### src/rtl/io_pkg.sv
// Shared constants for breadboard input blocks: default clear address,
// status-word bit positions and counter widths.
package io_pkg;

  localparam logic [11:0] CLR_ADDR_DEFAULT = 12'hFFF;

  localparam int EVENT_COUNT_W = 8;
  localparam int DEBOUNCE_W    = 8;

  // Bit positions inside the q_io status word.
  localparam int Q_CLEAN_BIT   = 0;
  localparam int Q_PENDING_BIT = 1;
  localparam int Q_COUNT_LSB   = 8;

endpackage

### src/rtl/sync_2ff.sv
// Two-flop synchronizer for a single asynchronous input bit; reusable for
// any breadboard signal that crosses into the processor clock domain.
module sync_2ff (
  input  logic clock,
  input  logic reset,
  input  logic d,
  output logic q
);

  logic meta;

  // NOTE: sequential state uses non-blocking assignments so both flops sample
  // their inputs from the same edge; blocking here would collapse the chain.
  always_ff @(posedge clock or negedge reset) begin
    if (!reset) begin
      meta <= 1'b0;
      q    <= 1'b0;
    end else begin
      meta <= d;
      q    <= meta;
    end
  end

endmodule

### src/rtl/input_conditioner.sv
// Synchronizes and debounces a raw breadboard input, flags clean rising edges
// and exposes a status word. INPUT_EVENT_COUNT_EN adds an 8-bit event counter.
module input_conditioner
  import io_pkg::*;
#(
  parameter int          DEBOUNCE_CYCLES = 10,
  parameter logic [11:0] CLR_ADDR        = CLR_ADDR_DEFAULT
) (
  input  logic        clock,
  input  logic        reset,
  input  logic        raw_in,
  input  logic        wren,
  input  logic [11:0] address_dmem,
  input  logic [31:0] data,
  output logic        reg15_input,
  output logic        event_pending,
  output logic [31:0] q_io
);

  localparam logic [DEBOUNCE_W-1:0] DEB_MAX = DEBOUNCE_W'(DEBOUNCE_CYCLES - 1);

  logic                     sync_in;
  logic [DEBOUNCE_W-1:0]    deb_cnt;
  logic [DEBOUNCE_W-1:0]    deb_cnt_nxt;
  logic                     clean_nxt;
  logic                     rise;
  logic                     clr_hit;
  logic [EVENT_COUNT_W-1:0] event_count;
  logic                     unused_data;

  sync_2ff u_sync (
    .clock (clock),
    .reset (reset),
    .d     (raw_in),
    .q     (sync_in)
  );

  // NOTE: every variable assigned in always_comb gets a default first, so no
  // path through the block can leave it unassigned and infer a latch.
  always_comb begin
    deb_cnt_nxt = '0;
    clean_nxt   = reg15_input;
    if (sync_in != reg15_input) begin
      if (deb_cnt == DEB_MAX) clean_nxt   = sync_in;
      else                    deb_cnt_nxt = deb_cnt + 1'b1;
    end
  end

  assign rise        = clean_nxt & ~reg15_input;
  assign clr_hit     = wren && (address_dmem == CLR_ADDR) && data[0];
  assign unused_data = ^data[31:1];

  always_ff @(posedge clock or negedge reset) begin
    if (!reset) begin
      deb_cnt       <= '0;
      reg15_input   <= 1'b0;
      event_pending <= 1'b0;
    end else begin
      deb_cnt     <= deb_cnt_nxt;
      reg15_input <= clean_nxt;
      // A new edge outranks a simultaneous software clear so no event is lost.
      if (rise)         event_pending <= 1'b1;
      else if (clr_hit) event_pending <= 1'b0;
    end
  end

`ifdef INPUT_EVENT_COUNT_EN
  always_ff @(posedge clock or negedge reset) begin
    if (!reset)       event_count <= '0;
    else if (rise)    event_count <= event_count + 1'b1;
    else if (clr_hit) event_count <= '0;
  end
`else
  assign event_count = '0;
`endif

  always_comb begin
    q_io                                     = '0;
    q_io[Q_CLEAN_BIT]                        = reg15_input;
    q_io[Q_PENDING_BIT]                      = event_pending;
    q_io[Q_COUNT_LSB +: EVENT_COUNT_W]       = event_count;
  end

endmodule

### config.mk
export PLATFORM = sky130hd
export DESIGN_NAME = input_conditioner
export DESIGN_NICKNAME = d
export VERILOG_FILES = /design/src/rtl/io_pkg.sv /design/src/rtl/sync_2ff.sv /design/src/rtl/input_conditioner.sv
export SDC_FILE = /design/constraint.sdc
export NUM_CORES = 1
export LEC_CHECK = 0
export ABC_AREA = 0
export CAP_MARGIN = 40
export CELL_PAD_IN_SITES_DETAIL_PLACEMENT = 1
export CELL_PAD_IN_SITES_GLOBAL_PLACEMENT = 1
export CORE_ASPECT_RATIO = 1.1
export CORE_MARGIN = 4
export CORE_UTILIZATION = 17
export CTS_CLUSTER_SIZE = 10
export DETAILED_ROUTE_END_ITERATION = 6
export GPL_ROUTABILITY_DRIVEN = 0
export PLACE_DENSITY_LB_ADDON = 0.12
export SKIP_LAST_GASP = 1
export SLEW_MARGIN = 15
export SYNTH_ARGS = -nofsm -noshare
export SYNTH_HDL_FRONTEND = slang
export SYNTH_HIERARCHICAL = 1
export SYNTH_SLANG_ARGS = --single-unit
### constraint.sdc
create_clock -name clock -period 1.3 [get_ports clock]
set_input_delay 0.26 -clock clock [delete_from_list [all_inputs] [get_ports clock]]
set_output_delay 0.26 -clock clock [all_outputs]
set_load 0.02 [all_outputs]
* Word-level counts from Yosys, hierarchy flattened
Index checks and enable logic that the tools add are counted.
Word-level totals: output and inout port bits 34, input bits 48, logic and storage cells 20, flip-flop bits (word level) 12
Cells by class: add/sub/neg operators 1, bitwise logic cells 2, equal/unequal tests 3, reductions and logical operators 3, muxes and demuxes 6
Operator list (number):
- 2-to-1 mux 8 bit | 2
- equality test 12 bit (second input constant) | 1
- adder 8 x 1 -> 8 bit (second input constant) | 1
- equality test 8 x 4 -> 1 bit (second input constant) | 1
- 2-to-1 mux 1 bit | 4
- logical AND 1 bit | 2
- nonzero test 2 bit | 1
- AND 1 bit | 1
- inequality test 1 bit | 1
- inverter 1 bit | 1

* Depth between registers and ports, before layout
Gate-level depths: netlist of the first run.
depth after elaboration 5, depth in mapped cells 5, gate-level depth less buffers 5

* Cells and area by module
The synthesis of the first run kept the hierarchy.
By module, submodules not included:
- input_conditioner | area each 775.7 sq um, cells each 82, seq. area each 250.2 sq um, times used 1
- sync_2ff | area each 50.0 sq um, cells each 2, seq. area each 50.0 sq um, times used 1

* Worst setup path after synthesis of the first run
Ideal clock, no wire load.
kind reg2reg, start point register deb_cnt[1], end point register reg15_input, data required time 1.175 ns, library setup time 0.125 ns, data arrival time 1.139 ns, path slack 0.036 ns, clock period less this slack 1.264 ns, stages on the path, launching flop included 6, buffers on the path 0, cells stage by stage dfrtp_1 inv_1 ha_1 and4bb_4 nand2_2 mux2_4
Between the ends: cells in the longest elaborated chain, start to end 3
RTL lines:
- start: declaration | RTL line input_conditioner.sv:23 | logic [DEBOUNCE_W-1:0] deb_cnt;
- start signal: assignment | RTL line input_conditioner.sv:59 | deb_cnt <= deb_cnt_nxt;
- equality test 8 x 4 -> 1 bit | RTL line input_conditioner.sv:44 | if (deb_cnt == DEB_MAX) clean_nxt = sync_in;
- 2-to-1 mux 1 bit | RTL line input_conditioner.sv:44
- 2-to-1 mux 1 bit | RTL line input_conditioner.sv:43 | if (sync_in != reg15_input) begin
- named net clean_nxt | RTL line input_conditioner.sv:25 | logic clean_nxt;
- end signal: assignment | RTL line input_conditioner.sv:60 | reg15_input <= clean_nxt;
- end: declaration | RTL line input_conditioner.sv:15 | output logic reg15_input,
The timed path passes the listed nets, and every way through them passes these cells. A chain may end at the register's enable or synchronous reset.

* Worst setup path after layout of the first run
Ends and elaborated chain as after synthesis.

==> reports/qor.csv, run 1 <==
stage,metric,value,unit
die,Initial Utilization,17.6,%
synthesis,Post-synth EDFFs,0,
drt,Wirelength per Cell,10.6,um
worst_setup_path,"Slowest-stage cell, CP",dfrtp_1,
clocking,CTS tree,built,
power_and_ir_drop,Power Total,1.04,mW
timing,final setup TNS,-0.0762,ns
drt,Post-route DRC,0,
grt,first-pass GRT wire length,2700,um
synthesis,Yosys reg bits,12,
worst_setup_path,CP startpoint kind,flop,
placement,dpl hpwl,1490,um
power_and_ir_drop,switching power,0.289,mW
timing,RSZ-0062 raised after global routing,yes,
die,Core Region,0.00468,mm2
clocking,Bufs on Longest Clock Path,2,
die,die area,0.00604,mm2
worst_setup_path,Crit. End Element,flop,
clocking,TritonCTS buffer count,3,
synthesis,mean area per synthesized cell,9.83,um2
power_and_ir_drop,Cell Int Power,0.752,mW
die,total I/O pin count,82,
drt,final WL,1770,um
final_layout,share of cells above drive strength 1,21.6,%
final_layout,Finished Layout Cells,167,
final_layout,"most common cell after layout, fill and taps aside",conb_1,
clocking,Clock Latency Late Sink,0.24,ns
timing,Final setup viols,7,
run_status,status,"complete, but fails checks",
grt,gr usage total,5.66,%
clocking,clock root buffer,clkbuf_8,
placement,dpl cells,163,
clocking,setup repair bufs after CTS,0,
synthesis,sequential area share after synthesis,36.4,%
synthesis,Post-synth ARST share,100,%
synthesis,Main synth FF type,dfrtp_1,
timing,Pins Over Slew Limit,0,
final_layout,# nets final,162,
timing,crit path time final,1.33,ns
timing,fin crit share,102,%
final_layout,synth-to-layout area growth,30.6,%
power_and_ir_drop,Comb power frac,22.1,%
synthesis,Mapped Cells,84,
worst_setup_path,max incr delay on CP,0.39,ns
power_and_ir_drop,share of power burned in registers,39.5,%
placement,port bufs,20,
grt,largest net degree at the start of global routing,13,
timing,final setup margin,-0.0271,ns
worst_setup_path,worst-path fanout max,3,
worst_setup_path,kind of critical path,flop to flop,
power_and_ir_drop,pwr dens,965,mW/mm2
timing,Final Skew,0.00117,ns
final_layout,most frequent cells in the layout,"conb_1 (30), clkdlybuf4s50_1 (16), dfrtp_1 (12)",
timing,Hold WS,0.326,ns
die,die height,81.1,um
timing,Peak Freq,754,MHz
power_and_ir_drop,Clk pwr share,38.4,%
clocking,# clock sinks,12,
synthesis,post-synthesis cell area,826,um2
grt,total grt overflow,0,
die,Die X,74.5,um
clocking,cts hold-fix bufs,0,
synthesis,total number of yosys warnings,6,
drt,"antenna viol nets, final",0,
die,site row count,26,
drt,vias post-DR,570,
worst_setup_path,crit path DAT,1.45,ns
flow_run,maximum capacitance violations,0,
clocking,H-tree Lvls,1,
power_and_ir_drop,Leakage,0.478,nW
worst_setup_path,CP cell instances,inv_1 > ha_1 > and4bb_4 > nand2_2 > mux2_4,
clocking,"Reg clk slew, reported paths",0.05,ns
drt,Via density,3.41,
synthesis,Yosys cell types,23,
grt,initial antenna violation count,0,
worst_hold_path,Hold Path Class,input port to asynchronous set/reset pin,
grt,vias in the first global route,618,
drt,Pre-Repair DR Iteration Count,4,
placement,pre-CTS setup slack,-0.200,ns
drt,initial DRC count,3,
run_status,failing checks,setup timing,
timing,final hold vios,0,
power_and_ir_drop,switching share of power,27.8,%
final_layout,ant diodes,0,
power_and_ir_drop,Max VDD drop,0.337,mV
worst_setup_path,Worst Path Required,1.42,ns
-- layout make-up --
class	count	area (um2)
Tap cell	56	70.1
Timing Repair Buffer	26	240
Inverter	1	3.75
Sequential cell	12	300
Clock buffer	4	55.1
Fill cell	564	3610
Multi-Input combinational cell	68	409
-- routing by layer --
layer / vias to the layer above / global-route usage (%) / part of all wire [%]
met5: - / 0 / 0
met4: 0 / 2.14 / 0
met3: 0 / 1.36 / 14
met2: 32 / 10.5 / 50
met1: 264 / 6.04 / 36
li1: 274 / - / -
-- repair_timing --
item | CTS | global route
resized for setup | 4 | 5
pin swaps | 0 | 1
endpoints found under the setup margin | 12 | 10
gates cloned | 0 | 0
-- cell families after synthesis --
group / Yosys count / share of synthesized area [%]
buffers and inverters: 33 / 29.5
AND/OR/NAND/NOR: 23 / 16.8
flip-flops: 12 / 36.4
AO/OA/AOI/OAI: 9 / 8.79
XOR/XNOR: 3 / 3.18
adder cells (fa/ha/maj): 2 / 3.03
other: 1 / 0.454
multiplexers: 1 / 1.82
-- cell usage after synthesis (2+ instances only) --
| master | count | area (um2) |
|---|---|---|
| or3_1 | 3 | 18.8 |
| dfrtp_1 | 12 | 300 |
| buf_4 | 32 | 240 |
| xor2_1 | 2 | 17.5 |
| nor2_1 | 5 | 18.8 |
| ha_1 | 2 | 25.0 |
| nand2_1 | 3 | 11.3 |
| o21ai_0 | 3 | 15.0 |
| nand4_1 | 4 | 25.0 |
| nand2b_1 | 2 | 12.5 |
| nand3_1 | 2 | 10.0 |
| a21oi_2 | 3 | 26.3 |
-- critical path: cells and delay by family (launching register included) --
family	cells	cell delay, ns
adders and majority gates	1	0.14
buffers and inverters	1	0.06
muxes	1	0.30
and+or+nand+nor	2	0.32
DFF	1	0.39
-- flip-flops by register name, indices dropped and copies added (netlist names) --
| signal | cells |
|---|---|
| deb_cnt | 8 |
| event_pending | 1 |
| reg15_input | 1 |
| u_sync/meta | 1 |
| u_sync/q | 1 |
-- power groups by stage --
stage	Clock (mW)	Sequential, mW	Combinational, mW
after global placement	0	0.417	0.223
after detailed placement	0	0.418	0.224
final	0.400	0.411	0.230
after CTS	0.418	0.412	0.221
after global routing	0.436	0.415	0.253
after floorplan	0	0.419	0.196
-- path summary, 6_finish.rpt --
kind / startpoint / to / slack, ns / depth (start not counted)
worst min-delay path: reset / deb_cnt[7] / 0.33 / 2
max in group asynchronous: reset / event_pending / 0.81 / 2
worst max-delay path: deb_cnt[1] / reg15_input / -0.03 / 5
min in group clock: u_sync/meta / u_sync/q / 0.35 / 0
worst min register to register: u_sync/meta / u_sync/q / 0.35 / 0
worst max register to register: deb_cnt[1] / reg15_input / -0.03 / 5
-- stage by stage --
step,instance area [um2],utilization [%]
after global routing,1080,23.0
final,1080,23.0
after floorplan,935,-
after global placement,1010,21.6
after detailed placement,1010,21.6
after CTS,1060,22.6
No activity file was read; power rests on OpenSTA's default activity.
==> inputs of run 2 (changes only) <==
--- a/config.mk
+++ b/config.mk
@@ -9,7 +9,7 @@
 export CAP_MARGIN = 40
 export CELL_PAD_IN_SITES_DETAIL_PLACEMENT = 1
 export CELL_PAD_IN_SITES_GLOBAL_PLACEMENT = 1
-export CORE_ASPECT_RATIO = 1.1
+export CORE_ASPECT_RATIO = 0.7
 export CORE_MARGIN = 4
 export CORE_UTILIZATION = 17
 export CTS_CLUSTER_SIZE = 10
==> reports/qor.csv, run 2 (synthesis results as in run 1) <==
stage,metric,value,unit,change
die,die height,66.3,um,was 81.1 um
timing,fin crit share,104,%,was 102%
power_and_ir_drop,switching power,0.309,mW,was 0.289 mW
clocking,"Reg clk slew, reported paths",0.06,ns,was 0.05 ns
clocking,cts hold-fix bufs,0,,unchanged
worst_setup_path,CP cell instances,inv_1 > ha_2 > and4bb_4 > nand2_2 > mux2_4,,was inv_1 > ha_1 > and4bb_4 > nand2_2 > mux2_4
placement,port bufs,20,,unchanged
worst_setup_path,CP startpoint kind,flop,,unchanged
worst_setup_path,kind of critical path,flop to flop,,unchanged
run_status,failing checks,setup timing,,unchanged
final_layout,synth-to-layout area growth,32.4,%,was 30.6%
die,die area,0.00605,mm2,was 0.00604 mm2
timing,Peak Freq,737,MHz,was 754 MHz
drt,initial DRC count,12,,was 3
worst_setup_path,R2R Path Start,deb_cnt[1],,unchanged
clocking,CTS tree,built,,unchanged
grt,largest net degree at the start of global routing,13,,unchanged
drt,final WL,1810,um,was 1770 um
final_layout,# nets final,163,,was 162
drt,Post-route DRC,0,,unchanged
flow_run,maximum capacitance violations,0,,unchanged
power_and_ir_drop,share of power burned in registers,38.2,%,was 39.5%
timing,final hold vios,0,,unchanged
final_layout,most frequent cells in the layout,"conb_1 (30), clkdlybuf4s50_1 (16), dfrtp_1 (11)",,"was conb_1 (30), clkdlybuf4s50_1 (16), dfrtp_1 (12)"
timing,Final setup viols,3,,was 7
worst_setup_path,R2R cell count,5,,unchanged
run_status,status,"complete, but fails checks",,unchanged
power_and_ir_drop,Clk pwr share,38.6,%,was 38.4%
clocking,clock root buffer,clkbuf_8,,unchanged
worst_setup_path,Reg2Reg Setup Slack,-0.06,ns,was -0.03 ns
timing,crit path time final,1.36,ns,was 1.33 ns
worst_hold_path,Hold Path Class,input port to asynchronous set/reset pin,,unchanged
grt,initial antenna violation count,0,,unchanged
drt,Wirelength per Cell,10.8,um,was 10.6 um
clocking,Bufs on Longest Clock Path,2,,unchanged
timing,final setup margin,-0.0576,ns,was -0.0271 ns
worst_setup_path,"Slowest-stage cell, CP",dfrtp_1,,unchanged
timing,RSZ-0062 raised after global routing,yes,,unchanged
timing,final setup TNS,-0.0741,ns,was -0.0762 ns
power_and_ir_drop,switching share of power,28.8,%,was 27.8%
worst_setup_path,worst-path fanout max,3,,unchanged
final_layout,largest register by flop count,deb_cnt,,unchanged
grt,gr usage total,5.93,%,was 5.66%
final_layout,share of cells above drive strength 1,25.9,%,was 21.6%
power_and_ir_drop,Comb power frac,23.2,%,was 22.1%
die,Initial Utilization,18.3,%,was 17.6%
power_and_ir_drop,Leakage,0.477,nW,was 0.478 nW
power_and_ir_drop,Cell Int Power,0.765,mW,was 0.752 mW
grt,first-pass GRT wire length,2760,um,was 2700 um
grt,total grt overflow,0,,unchanged
final_layout,"Core Util, Final",24.3,%,was 23.0%
grt,vias in the first global route,571,,was 618
final_layout,max reg flops,8,,unchanged
power_and_ir_drop,Max VDD drop,0.436,mV,was 0.337 mV
timing,Final Skew,0.00103,ns,was 0.00117 ns
worst_setup_path,max incr delay on CP,0.40,ns,was 0.39 ns
worst_setup_path,Worst Path Required,1.43,ns,was 1.42 ns
clocking,# clock sinks,12,,unchanged
die,total I/O pin count,82,,unchanged
die,Die X,91.3,um,was 74.5 um
final_layout,"most common cell after layout, fill and taps aside",conb_1,,unchanged
worst_setup_path,reg2reg end,reg15_input,,unchanged
worst_setup_path,Crit. End Element,flop,,unchanged
final_layout,ant diodes,0,,unchanged
drt,Via density,3.54,,was 3.41
drt,vias post-DR,591,,was 570
worst_setup_path,crit path DAT,1.48,ns,was 1.45 ns
clocking,H-tree Lvls,1,,unchanged
drt,Pre-Repair DR Iteration Count,3,,was 4
die,Core Region,0.00450,mm2,was 0.00468 mm2
clocking,Clock Latency Late Sink,0.24,ns,about the same
clocking,TritonCTS buffer count,3,,unchanged
power_and_ir_drop,pwr dens,983,mW/mm2,was 965 mW/mm2
timing,Pins Over Slew Limit,0,,unchanged
drt,"antenna viol nets, final",0,,unchanged
die,site row count,20,,was 26
[run 2: power by group through the flow]
| stage | clock (mW) | combinational [mW] | sequential, mW |
|---|---|---|---|
| after floorplan | 0 | 0.196 | 0.419 |
| after global placement | 0 | 0.230 | 0.416 |
| after detailed placement | 0 | 0.232 | 0.417 |
| after CTS | 0.435 | 0.238 | 0.410 |
| after global routing | 0.450 | 0.270 | 0.414 |
| final | 0.414 | 0.249 | 0.411 |
[run 2: area by class of cell]
type	instances	area [um2]
Multi-Input combinational cell	68	417
Sequential cell	12	302
Inverter	1	3.75
Fill cell	527	3410
Clock buffer	4	55.1
Timing Repair Buffer	27	248
Tap cell	55	68.8
[run 2: worst max-delay path, delay by kind of cell (launching register included)]
kind                       cells  cell delay, ns
and+or+nand+nor                2            0.33
buffers and inverters          1            0.07
DFF                            1            0.40
adders and majority gates      1            0.16
muxes                          1            0.29
[run 2: worst max-delay path by stage]
stage	to	start	slack, ns
after floorplan	reg15_input	deb_cnt[1]	0.04
after global placement	event_pending	address_dmem[3]	-0.19
after detailed placement	event_pending	address_dmem[3]	-0.19
after CTS	reg15_input	deb_cnt[1]	-0.04
after global routing	reg15_input	deb_cnt[1]	-0.09
final	reg15_input	deb_cnt[1]	-0.06
[run 2: stage by stage]
step	std cells	area [um2]	power (mW)	hold WS [ns]	setup slack, ns
final	167	1090	1.07	0.318	-0.0576
after global routing	167	1090	1.13	0.327	-0.0854
after CTS	166	1070	1.08	0.319	-0.0439
after detailed placement	162	1010	0.649	0.336	-0.192
after global placement	162	1010	0.646	0.331	-0.191
after floorplan	113	935	0.615	-0.0356	0.0362
[run 2: metal layers]
metal	track usage, %	wire length (um)
met1	6.86	819
met2	9.17	775
met3	3.98	216
met4	1.13	0
met5	0	0
[run 2: timing repair]
action                     CTS  global route
setup buffers                0             1
setup endpoints to repair   12            10
cloned                       0             0
pin swaps                    0             6
gates resized for setup      7             6
==> inputs of run 3 (changes only) <==
--- a/config.mk
+++ b/config.mk
@@ -6,12 +6,12 @@
 export NUM_CORES = 1
 export LEC_CHECK = 0
 export ABC_AREA = 0
-export CAP_MARGIN = 40
+export CAP_MARGIN = 20
 export CELL_PAD_IN_SITES_DETAIL_PLACEMENT = 1
 export CELL_PAD_IN_SITES_GLOBAL_PLACEMENT = 1
 export CORE_ASPECT_RATIO = 0.7
 export CORE_MARGIN = 4
-export CORE_UTILIZATION = 17
+export CORE_UTILIZATION = 19
 export CTS_CLUSTER_SIZE = 10
 export DETAILED_ROUTE_END_ITERATION = 6
 export GPL_ROUTABILITY_DRIVEN = 0
==> constraint.sdc (replaced) <==
create_clock -name clock -period 1.4 [get_ports clock]
set_input_delay 0.28 -clock clock [delete_from_list [all_inputs] [get_ports clock]]
set_output_delay 0.28 -clock clock [all_outputs]
set_load 0.02 [all_outputs]
==> reports/qor.csv, run 3 (synthesis results as in run 1) <==
stage,metric,value,unit,change
clocking,"Reg clk slew, reported paths",0.06,ns,about the same
die,Initial Utilization,20.4,%,was 18.3%
clocking,cts hold-fix bufs,0,,unchanged
placement,pre-CTS setup slack,-0.139,ns,was -0.192 ns
drt,final WL,1730,um,was 1810 um
final_layout,largest register by flop count,deb_cnt,,unchanged
die,Die X,86.8,um,was 91.3 um
timing,Final setup viols,0,,was 3
timing,final setup margin,0.0739,ns,was -0.0576 ns
worst_setup_path,reg2reg end,reg15_input,,unchanged
clocking,clock root buffer,clkbuf_8,,unchanged
grt,initial antenna violation count,0,,unchanged
worst_setup_path,Buf/Inv on CP,1,,unchanged
timing,Hold WS,0.333,ns,was 0.318 ns
clocking,H-tree Lvls,1,,unchanged
grt,gr usage total,6.37,%,was 5.93%
worst_setup_path,Crit. End Element,flop,,unchanged
timing,Final Skew,0.00559,ns,was 0.00103 ns
timing,RSZ-0062 raised after global routing,no,,was yes
power_and_ir_drop,Max VDD drop,0.507,mV,was 0.436 mV
grt,largest net degree at the start of global routing,13,,unchanged
placement,dpl hpwl,1420,um,
worst_setup_path,CP startpoint kind,flop,,unchanged
worst_setup_path,Worst path depth,5,,unchanged
die,die area,0.00548,mm2,was 0.00605 mm2
worst_setup_path,kind of critical path,flop to flop,,unchanged
final_layout,share of cells above drive strength 1,15.0,%,was 25.9%
worst_setup_path,max incr delay on CP,0.39,ns,was 0.40 ns
worst_setup_path,crit path DAT,1.46,ns,was 1.48 ns
worst_setup_path,worst-path fanout max,3,,unchanged
final_layout,"most common cell after layout, fill and taps aside",conb_1,,unchanged
worst_setup_path,Reg2Reg Setup Slack,0.07,ns,was -0.06 ns
timing,final hold vios,0,,unchanged
drt,Via density,3.58,,was 3.54
die,Core Region,0.00404,mm2,was 0.00450 mm2
die,total I/O pin count,82,,unchanged
worst_setup_path,Worst Path Required,1.54,ns,was 1.43 ns
timing,crit path time final,1.33,ns,was 1.36 ns
power_and_ir_drop,Power Total,0.971,mW,was 1.07 mW
drt,Pre-Repair DR Iteration Count,2,,was 3
worst_setup_path,"Slowest-stage cell, CP",dfrtp_1,,unchanged
drt,initial DRC count,3,,was 12
final_layout,most frequent cells in the layout,"conb_1 (30), clkdlybuf4s50_1 (16), dfrtp_1 (11)",,unchanged
drt,Post-route DRC,0,,unchanged
worst_hold_path,Hold Path Class,input port to asynchronous set/reset pin,,unchanged
power_and_ir_drop,Leakage,0.452,nW,was 0.477 nW
run_status,status,finished clean,,"was complete, but fails checks"
final_layout,synth-to-layout area growth,24.2,%,was 32.4%
flow_run,maximum capacitance violations,0,,unchanged
clocking,Clock Latency Late Sink,0.25,ns,was 0.24 ns
final_layout,ant diodes,0,,unchanged
drt,Wirelength per Cell,10.9,um,was 10.8 um
grt,first-pass GRT wire length,2590,um,was 2760 um
grt,total grt overflow,0,,unchanged
worst_setup_path,CP cell instances,inv_1 > ha_1 > and4bb_4 > nand2_2 > mux2_4,,was inv_1 > ha_2 > and4bb_4 > nand2_2 > mux2_4
worst_setup_path,cell family with most CP delay,flip-flops,,unchanged
die,die height,63.2,um,was 66.3 um
placement,port bufs,20,,unchanged
clocking,TritonCTS buffer count,3,,unchanged
die,site row count,19,,was 20
timing,Peak Freq,754,MHz,was 737 MHz
clocking,Bufs on Longest Clock Path,2,,unchanged
clocking,# clock sinks,12,,unchanged
drt,vias post-DR,570,,was 591
final_layout,max reg flops,8,,unchanged
worst_setup_path,R2R Path Start,deb_cnt[1],,unchanged
final_layout,# nets final,158,,was 163
power_and_ir_drop,pwr dens,946,mW/mm2,was 983 mW/mm2
timing,Pins Over Slew Limit,0,,unchanged
drt,"antenna viol nets, final",0,,unchanged
timing,fin crit share,94.7,%,was 104%
worst_setup_path,R2R cell count,5,,unchanged
grt,vias in the first global route,528,,was 571
clocking,CTS tree,built,,unchanged
==> run 3: changes by cell type in the layout (fill, tap and decap cells not counted) <==
cell     before  now
buf_4         7    2
ha_1          0    2
ha_2          2    0
nor2_1        1    5
nor2_2        4    0
o21ai_1       0    1
o21ai_2       1    0
o41ai_1       0    1
o41ai_2       1    0
==> run 3: worst max-delay path by stage <==
stage	end	startpoint	slack (ns)
2_1_floorplan	reg15_input	deb_cnt[1]	0.14
3_3_place_gp	event_pending	address_dmem[3]	-0.12
3_5_place_dp	event_pending	address_dmem[3]	-0.14
4_1_cts	reg15_input	deb_cnt[1]	0.04
5_1_grt	deb_cnt[1]	deb_cnt[0]	0.01
6_report	reg15_input	deb_cnt[1]	0.07
==> run 3: metrics by stage <==
stage	instance area [um2]	utilization, %	instances	setup TNS (ns)
global placement	967	23.9	154	-0.116
finish	1030	25.4	159	0
CTS	1020	25.2	158	0
floorplan	935	-	113	0
detailed placement	967	23.9	154	-0.139
global route	1030	25.4	159	0
==> run 3: final cells by class <==
| type | count | area [um2] |
|---|---|---|
| clock buffers | 4 | 55.1 |
| flip-flops and latches | 12 | 302 |
| well taps | 52 | 65.1 |
| multi-input cells | 68 | 390 |
| repair buffers | 22 | 210 |
| fillers | 473 | 3020 |
| inverters | 1 | 3.75 |
==> run 3: worst register-to-register path, stage by stage, from the launching register on <==
cell      delay [ns]
dfrtp_1         0.39
inv_1           0.07
ha_1            0.14
and4bb_4        0.26
nand2_2         0.07
mux2_4          0.30
==> run 3: repair_timing <==
item	4_1_cts	5_1_grt
cloned	0	0
resized for setup	4	1
setup buffers	0	1
setup endpoints to repair	4	2
==> run 3: per-layer routing <==
layer / vias to the layer above / wire length [um] / GRT usage, %
li1: 266 / - / -
met4: 0 / 8 / 1.75
met5: - / 0 / 0
met3: 2 / 289 / 4.43
met2: 38 / 694 / 8.71
met1: 264 / 735 / 7.96
==> run 3: where the power goes <==
part	leakage (nW)	switching, mW	internal, mW
Sequential	0.154	0.0186	0.366
Combinational	0.269	0.121	0.0759
Clock	0.0288	0.141	0.249
